**config.mk**
```make
export PLATFORM = sky130hd
export DESIGN_NAME = imem_boot_ctrl_flat
export DESIGN_NICKNAME = d
export VERILOG_FILES = /design/src/rtl/imem_boot_ctrl_if.sv /design/src/rtl/imem_boot_ctrl.sv /design/src/flat_wrapper.sv
export SDC_FILE = /design/constraint.sdc
export NUM_CORES = 1
export LEC_CHECK = 0
export ABC_CLOCK_PERIOD_IN_PS = 4900
export CORE_MARGIN = 5
export CORE_UTILIZATION = 35
export DETAILED_ROUTE_END_ITERATION = 12
export PLACE_DENSITY = 0.61
export REMOVE_ABC_BUFFERS = 1
export SLEW_MARGIN = 25
export SYNTH_ARGS = -nofsm -noshare
export SYNTH_HDL_FRONTEND = slang
export SYNTH_SLANG_ARGS = --single-unit
```
**constraint.sdc**
```tcl
create_clock -name clk -period 4.9 [get_ports clk]
set_clock_uncertainty 0.05 [all_clocks]
set_input_delay 0.98 -clock clk [delete_from_list [all_inputs] [get_ports clk]]
set_output_delay 0.98 -clock clk [all_outputs]
set_load 0.01 [all_outputs]
```
**src/rtl/imem_boot_ctrl_if.sv**
```systemverilog
// ============================================================================
// Module : imem_boot_ctrl_if
// Brief  : Host-side and instruction-memory-side signal bundle for imem_boot_ctrl.
// Rev    : 1.0
// ============================================================================
`default_nettype none

interface imem_boot_ctrl_if #(
  parameter int ADDR_W = 11,
  parameter int DATA_W = 32,
  parameter int RUN_W  = 16
);
  // Host control
  logic              load_req;
  logic [ADDR_W-1:0] load_base;
  logic [ADDR_W-1:0] load_len;
  logic              run_req;
  logic [RUN_W-1:0]  run_cycles;
  logic              halt_req;
  logic [DATA_W-1:0] exp_sum;

  // Host word stream
  logic              s_valid;
  logic [DATA_W-1:0] s_data;
  logic              s_ready;

  // CPU / instruction-memory side and status
  logic              cpu_en;
  logic              w_enable;
  logic [ADDR_W-1:0] w_adrs;
  logic [DATA_W-1:0] w_instruction;
  logic [1:0]        state;
  logic              done;
  logic              error;
  logic [DATA_W-1:0] checksum;

  modport master (
    output load_req, load_base, load_len, run_req, run_cycles, halt_req, exp_sum,
    output s_valid, s_data,
    input  s_ready,
    input  cpu_en, w_enable, w_adrs, w_instruction, state, done, error, checksum
  );

  modport slave (
    input  load_req, load_base, load_len, run_req, run_cycles, halt_req, exp_sum,
    input  s_valid, s_data,
    output s_ready,
    output cpu_en, w_enable, w_adrs, w_instruction, state, done, error, checksum
  );
endinterface

`default_nettype wire

```
**src/rtl/imem_boot_ctrl.sv**
```systemverilog
// ============================================================================
// Module : imem_boot_ctrl
// Brief  : Streams host words into instruction memory, then enables the CPU for
//          a bounded/unbounded run. Optional checksum gate: IMEM_BOOT_CHECKSUM_EN.
// Rev    : 1.0
// ============================================================================
`default_nettype none

module imem_boot_ctrl #(
  parameter int ADDR_W = 11,
  parameter int DATA_W = 32,
  parameter int RUN_W  = 16
) (
  input  logic            clk,
  input  logic            resetn,
  imem_boot_ctrl_if.slave bus
);

  localparam logic [1:0] c_IDLE = 2'b00;
  localparam logic [1:0] c_LOAD = 2'b01;
  localparam logic [1:0] c_RUN  = 2'b10;

  logic [1:0]        r_state;
  logic [ADDR_W-1:0] r_base;
  logic [ADDR_W-1:0] r_len;
  logic [ADDR_W-1:0] r_count;
  logic [ADDR_W-1:0] r_w_adrs;
  logic [DATA_W-1:0] r_w_instr;
  logic [RUN_W-1:0]  r_limit;
  logic [RUN_W-1:0]  r_cyc;
  logic              r_w_en;
  logic              r_done;
  logic              r_error;

  logic              w_idle;
  logic              w_load;
  logic              w_run;
  logic              w_s_ready;
  logic              w_hs;
  logic              w_load_last;
  logic              w_load_empty;
  logic              w_run_last;
  logic              w_req_busy;
  logic              w_sum_ok;
  logic [ADDR_W-1:0] w_count_nxt;
  logic [RUN_W-1:0]  w_cyc_nxt;

  assign w_idle = (r_state == c_IDLE);
  assign w_load = (r_state == c_LOAD);
  assign w_run  = (r_state == c_RUN);

  // Ready only while words remain; this also keeps a zero-length load write-free.
  assign w_s_ready    = w_load && (r_count != r_len);
  assign w_hs         = w_s_ready && bus.s_valid;
  assign w_count_nxt  = r_count + ADDR_W'(1);
  assign w_load_last  = (w_count_nxt == r_len);
  assign w_load_empty = (r_count == r_len);

  assign w_cyc_nxt  = r_cyc + RUN_W'(1);
  assign w_run_last = (r_limit != '0) && (w_cyc_nxt == r_limit);

  assign w_req_busy = bus.load_req || bus.run_req;

`ifdef IMEM_BOOT_CHECKSUM_EN
  logic [DATA_W-1:0] r_checksum;

  always_ff @(posedge clk or negedge resetn) begin
    if (!resetn) begin
      r_checksum <= '0;
    end else if (w_idle && bus.load_req) begin
      r_checksum <= '0;
    end else if (w_hs) begin
      r_checksum <= r_checksum + bus.s_data;
    end
  end

  assign w_sum_ok     = (r_checksum == bus.exp_sum);
  assign bus.checksum = r_checksum;
`else
  assign w_sum_ok     = 1'b1;
  assign bus.checksum = '0;
`endif

  always_ff @(posedge clk or negedge resetn) begin
    if (!resetn) begin
      r_state   <= c_IDLE;
      r_base    <= '0;
      r_len     <= '0;
      r_count   <= '0;
      r_w_adrs  <= '0;
      r_w_instr <= '0;
      r_limit   <= '0;
      r_cyc     <= '0;
      r_w_en    <= 1'b0;
      r_done    <= 1'b0;
      r_error   <= 1'b0;
    end else begin
      r_w_en <= 1'b0;
      r_done <= 1'b0;

      case (r_state)
        c_IDLE: begin
          // Load has priority; a coincident run request is dropped.
          if (bus.load_req) begin
            r_state <= c_LOAD;
            r_base  <= bus.load_base;
            r_len   <= bus.load_len;
            r_count <= '0;
            r_error <= 1'b0;
          end else if (bus.run_req) begin
            if (w_sum_ok) begin
              r_state <= c_RUN;
              r_limit <= bus.run_cycles;
              r_cyc   <= '0;
            end else begin
              r_error <= 1'b1;
            end
          end
        end

        c_LOAD: begin
          if (w_req_busy) begin
            r_error <= 1'b1;
          end
          // A handshake in the halt cycle still lands in memory.
          if (w_hs) begin
            r_w_en    <= 1'b1;
            r_w_adrs  <= r_base + r_count;
            r_w_instr <= bus.s_data;
            r_count   <= w_count_nxt;
          end
          if (bus.halt_req) begin
            r_state <= c_IDLE;
          end else if (w_load_empty || (w_hs && w_load_last)) begin
            r_state <= c_IDLE;
            r_done  <= 1'b1;
          end
        end

        c_RUN: begin
          if (w_req_busy) begin
            r_error <= 1'b1;
          end
          r_cyc <= w_cyc_nxt;
          if (bus.halt_req) begin
            r_state <= c_IDLE;
          end else if (w_run_last) begin
            r_state <= c_IDLE;
            r_done  <= 1'b1;
          end
        end

        default: begin
          r_state <= c_IDLE;
        end
      endcase
    end
  end

  assign bus.s_ready       = w_s_ready;
  assign bus.cpu_en        = w_run;
  assign bus.w_enable      = r_w_en;
  assign bus.w_adrs        = r_w_adrs;
  assign bus.w_instruction = r_w_instr;
  assign bus.state         = r_state;
  assign bus.done          = r_done;
  assign bus.error         = r_error;

endmodule

`default_nettype wire

```
**src/flat_wrapper.sv**
```systemverilog
// flat-port wrapper written by rule: the top's interface ports become plain ports
module imem_boot_ctrl_flat 
#(
  parameter int ADDR_W = 11,
  parameter int DATA_W = 32,
  parameter int RUN_W  = 16
)
  (clk, resetn, bus_load_req, bus_load_base, bus_load_len, bus_run_req, bus_run_cycles, bus_halt_req, bus_exp_sum, bus_s_valid, bus_s_data, bus_s_ready, bus_cpu_en, bus_w_enable, bus_w_adrs, bus_w_instruction, bus_state, bus_done, bus_error, bus_checksum);
  imem_boot_ctrl_if #(.ADDR_W(ADDR_W), .DATA_W(DATA_W), .RUN_W(RUN_W)) bus_i ();
  input  logic clk;
  input  logic resetn;
  input wire logic [$bits(bus_i.load_req)-1:0] bus_load_req;
  input wire logic [$bits(bus_i.load_base)-1:0] bus_load_base;
  input wire logic [$bits(bus_i.load_len)-1:0] bus_load_len;
  input wire logic [$bits(bus_i.run_req)-1:0] bus_run_req;
  input wire logic [$bits(bus_i.run_cycles)-1:0] bus_run_cycles;
  input wire logic [$bits(bus_i.halt_req)-1:0] bus_halt_req;
  input wire logic [$bits(bus_i.exp_sum)-1:0] bus_exp_sum;
  input wire logic [$bits(bus_i.s_valid)-1:0] bus_s_valid;
  input wire logic [$bits(bus_i.s_data)-1:0] bus_s_data;
  output wire logic [$bits(bus_i.s_ready)-1:0] bus_s_ready;
  output wire logic [$bits(bus_i.cpu_en)-1:0] bus_cpu_en;
  output wire logic [$bits(bus_i.w_enable)-1:0] bus_w_enable;
  output wire logic [$bits(bus_i.w_adrs)-1:0] bus_w_adrs;
  output wire logic [$bits(bus_i.w_instruction)-1:0] bus_w_instruction;
  output wire logic [$bits(bus_i.state)-1:0] bus_state;
  output wire logic [$bits(bus_i.done)-1:0] bus_done;
  output wire logic [$bits(bus_i.error)-1:0] bus_error;
  output wire logic [$bits(bus_i.checksum)-1:0] bus_checksum;
  assign bus_i.load_req = bus_load_req;
  assign bus_i.load_base = bus_load_base;
  assign bus_i.load_len = bus_load_len;
  assign bus_i.run_req = bus_run_req;
  assign bus_i.run_cycles = bus_run_cycles;
  assign bus_i.halt_req = bus_halt_req;
  assign bus_i.exp_sum = bus_exp_sum;
  assign bus_i.s_valid = bus_s_valid;
  assign bus_i.s_data = bus_s_data;
  assign bus_s_ready = bus_i.s_ready;
  assign bus_cpu_en = bus_i.cpu_en;
  assign bus_w_enable = bus_i.w_enable;
  assign bus_w_adrs = bus_i.w_adrs;
  assign bus_w_instruction = bus_i.w_instruction;
  assign bus_state = bus_i.state;
  assign bus_done = bus_i.done;
  assign bus_error = bus_i.error;
  assign bus_checksum = bus_i.checksum;
  imem_boot_ctrl #(.ADDR_W(ADDR_W), .DATA_W(DATA_W), .RUN_W(RUN_W)) u_core (.clk(clk), .resetn(resetn), .bus(bus_i));
endmodule
```
### Word-level counts from Yosys, hierarchy flattened

Cells that the tools add are included.

| storage, ports and cells | value |
|---|---|
| bits in registers | 113 |
| bits of input ports | 108 |
| output and inout bits | 82 |

| cells by class | value |
|---|---|
| reductions and logical operators | 19 |
| equality and inequality tests | 14 |
| $add $sub $neg | 3 |
| multiplexer cells | 23 |
| bitwise gates (word level) | 1 |

Operators by type and width:

| cell | number |
|---|---|
| two-way mux 16 bit | 2 |
| one-hot mux 16 bit (2 select lines) | 1 |
| == test 11 bit | 2 |
| two-way mux 11 bit | 2 |
| one-hot mux 11 bit (2 select lines) | 1 |
| adder 16 x 1 -> 16 bit (second input constant) | 1 |
| == test 16 bit | 1 |
| nonzero test 16 bit | 1 |
| AND reduction 3 bit | 5 |
| two-way mux 2 bit | 6 |
| adder 11 x 1 -> 11 bit (second input constant) | 1 |
| adder 11 bit | 1 |
| != test 11 bit | 1 |
| two-way mux 1 bit | 8 |
| != test 2 bit (second input constant) | 4 |
| != test 3 bit (second input constant) | 2 |
| one-hot mux 2 bit (3 select lines) | 1 |
| nonzero test 2 bit | 3 |
| logical AND 1 bit | 4 |
| one-hot mux 1 bit (2 select lines) | 2 |
| AND reduction 2 bit | 2 |
| != test 3 x 2 -> 1 bit (second input constant) | 1 |
| == test 2 x 1 -> 1 bit (second input constant) | 1 |
| == test 2 bit (second input constant) | 1 |
| 5 further kinds | 6 |

### Logic depth before layout (Yosys ltp)

| depth | value |
|---|---|
| word-level depth | 8 |
| mapped depth | 10 |

### Least setup slack after synthesis

Ideal clock, no wire load.

| timing path | value |
|---|---|
| kind | register to output |
| start point | register u_core.r_count[0] |
| end point | output bus_s_ready |
| slack | 2.181 ns |
| cell stages (with the launch flop) | 6 |
| arrival time | 1.689 ns |
| required time | 3.870 ns |
| cell sequence | dfrtp_1 -> buf_2 -> xor2_1 -> or4_1 -> o31ai_1 -> inv_1 |

| on the way | value |
|---|---|
| word-level cells in the longest chain between the ends | 2 |

RTL lines:

| item | line | RTL |
|---|---|---|
| from (decl) | imem_boot_ctrl.sv:26 | `logic [ADDR_W-1:0] r_count;` |
| from (signal assigned) | imem_boot_ctrl.sv:130 | `r_count <= w_count_nxt;` |
| != test 11 bit | imem_boot_ctrl.sv:53 | `assign w_s_ready = w_load && (r_count != r_len);` |
| logical AND 1 bit | imem_boot_ctrl.sv:53 |  |
| to (decl) | flat_wrapper.sv:21 | `output wire logic [$bits(bus_i.s_ready)-1:0] bus_s_ready;` |

Every way passes these cells.

### Final worst setup path

Same ends and word-level chain as after synthesis.

==> results.cfg <==
[outcome]
status = finished, final reports clean

[synth]
synthTopCellsByArea = dfrtp_1 44%, nand2_1 8.0%, mux2_2 7.1%
syn_area_sq_um = 6370
ys.warnings.count = 0
synth_top_area_share_pct = 44.4
async_flop_share_pct = 100
synth_edf_count = 0
ys_types = 66
ys_seq_elements = 113
ys_seq_area_share_pct = 44.4
synth_most_common_cell = nand2_1
synthTopCellsByCount = 136 x nand2_1, 113 x dfrtp_1, 40 x mux2_2, 39 x o21ai_0, 32 x buf_4
synth_largest_area_cell = dfrtp_1
ys.flop_type = dfrtp_1
synth.avg_cell_area_sq_um = 9.45
synthCells = 674

[critical_path]
startpoint_type = flop
r2r_cells = 8
cp_max_fo = 11
r2r-start = u_core.r_count[1]
required_ns = 3.87
critical_path_class = flop to primary output
worst_r2r_endpoint = u_core.bus.state[0]
crit_arrival_ns = 2.75
rrSetupSlack_ns = 1.71
end_kind = primary output

[placed_design]
io_buffers = 125
dpl.cell_count = 993
gp_congestion = 0.832
placed_area_sq_um = 7670
post-dp-hpwl_mm = 11.2

[timing]
period_needed_ns = 3.78
slew_headroom_pct = 40.0
tns_ns = 0
worst_pin_slew_ns = 0.899
period_share_pct = 77.1
hold_viol = 0
setup_viol = 0
max_freq_mhz = 265
report.final.slew_viol_count = 0
rsz0062_at_grt = no

[finish]
regArea_sq_um = 2830
multi_input_area_sq_um = 3220
final_layout_size_suffix_gt1_share_pct = 10.9
syn_to_final_growth_pct = 30.0
final_util_pct = 46.1
final_nets = 907
fin_cells = 1024
final_cell_area_sq_um = 8270
n_antenna_cell = 0
nFillCells = 1772

[clock_network]
clk_latency_ns = 0.41
cts-hold-fix-buffers = 0
cts_tree = yes
clock-root-buffer = clkbuf_16
post_cts_buffers = 0
ctsResizeCount = 0
clock-sinks = 113
cts_buffer_depth = 2
tritoncts.num_buffers = 17
path_clk_slew_ns = 0.05
cts_htree_levels = 4

[global_routing]
grtUsageTotal_pct = 15.4
antenna_found_initial = 0
grt_pass1_vias = 5015
grt_overflow = 0
grt_pass1_wl_mm = 25.6
grt_max_degree = 60

[floorplan]
start_util_pct = 35.4
die_w_um = 145
coreArea_sq_um = 18000
rows = 49
io_pins = 190
fp.dieH_um = 145
die_area_sq_um = 21000

[worst_hold_path]
hold_end = u_core.bus.w_adrs[4]
whs_path_depth = 2
hold_class = flop to flop
hold_path_startpoint = u_core.bus.w_adrs[4]

[pwr]
power.share.combinational_pct = 39.2
ir_drop_mv = 0.289
p_int_mw = 3.07
p_leak_nw = 3.63
p_sw_share_pct = 34.6
pwr-share-seq_pct = 33.9
p_sw_mw = 1.62
pwr-share-clk_pct = 26.8
power.density_nw_per_um2 = 566

[drt]
dr.pass1.iters = 4
num_vias = 5139
drt_iter0_drc = 236
drc = 0
postRouteAntennaNets = 0
via_per_inst = 5.02
avgRoutedWirePerCell_um = 15.4
wl_mm = 15.8

[job]
cap_violations = 0
[registers in the layout, summed over array words and instances, names as in the netlist]
signal / cells
u_core.bus.done: 1
u_core.bus.error: 1
u_core.bus.state: 2
u_core.bus.w_adrs: 11
u_core.bus.w_enable: 1
u_core.bus.w_instruction: 32
u_core.r_base: 11
u_core.r_count: 11
u_core.r_cyc: 16
u_core.r_len: 11
u_core.r_limit: 16
[final cells by class]
type | count | share of cell area, %
multi-input combinational | 506 | 38.9
sequential | 113 | 34.2
timing repair buffer | 129 | 15.5
clock buffer | 21 | 5.69
tap | 229 | 3.46
clock inverter | 10 | 1.62
inverter | 16 | 0.726
[cells in the final DEF, fill, tap and decap left out, types with 19 or more instances in the layout]
cell type	Yosys	layout
o21ai_0	39	39
mux2_2	40	40
xnor2_1	26	26
xor2_1	22	22
clkdlybuf4s50_1	0	124
nand2_1	136	135
a21oi_1	22	22
dfrtp_1	113	113
conb_1	1	32
nor2_1	19	19
[worst max path at each step]
stage,from,depth (start not counted),end,slack [ns]
floorplan,u_core.r_count[0],7,u_core.r_count[0],0.21
global placement,u_core.r_count[0],5,bus_s_ready,1.54
detailed placement,bus_s_valid,6,u_core.r_count[4],1.52
CTS,u_core.r_count[0],5,bus_s_ready,1.09
global route,u_core.r_count[0],5,bus_s_ready,0.98
finish,u_core.r_count[0],5,bus_s_ready,1.12
[worst max-delay path, cell delays in order, from the launching register on]
cell and delay (ns):
dfrtp_1 0.51, xor2_1 0.22, or4_1 0.61, o31ai_1 0.40
inv_1 0.09, clkdlybuf4s50_1 0.50
[metrics by stage]
| step | setup WS, ns | total power [mW] | hold slack [ns] |
|---|---|---|---|
| after floorplan | 0.212 | 2.67 | 0.419 |
| after global placement | 1.54 | 3.43 | 0.407 |
| after detailed placement | 1.52 | 3.47 | 0.414 |
| after CTS | 1.09 | 4.75 | 0.427 |
| after global routing | 0.978 | 5.04 | 0.445 |
| final | 1.12 | 4.69 | 0.422 |
[layer usage]
layer  GRT usage, %  up-vias  wire length (um)
met5              0        -                 0
met4           5.50        0               233
met3           3.06       17               947
met2           25.7      148              7580
met1           19.8     2462              7020
li1               -     2512                 -
[power by group through the flow]
stage / Clock (mW) / Sequential, mW / Combinational, mW
finish: 1.26 / 1.59 / 1.84
global placement: 0 / 1.59 / 1.84
CTS: 1.29 / 1.59 / 1.87
floorplan: 0 / 1.62 / 1.05
global route: 1.34 / 1.64 / 2.06
detailed placement: 0 / 1.61 / 1.86
[cells by family (layout without fill, tap and decap cells)]
| group | count (synthesis) | after routing | share of synthesized area (%) |
|---|---|---|---|
| multiplexers | 44 | 44 | 7.70 |
| buffers and inverters | 86 | 176 | 7.08 |
| XOR/XNOR | 48 | 48 | 6.60 |
| flip-flops | 113 | 113 | 44.4 |
| AO/OA/AOI/OAI | 127 | 127 | 13.3 |
| adder cells (fa/ha/maj) | 16 | 16 | 3.26 |
| AND/OR/NAND/NOR | 239 | 239 | 17.6 |
| other | 1 | 32 | 0.0589 |
No activity file was read; power rests on OpenSTA's default activity.
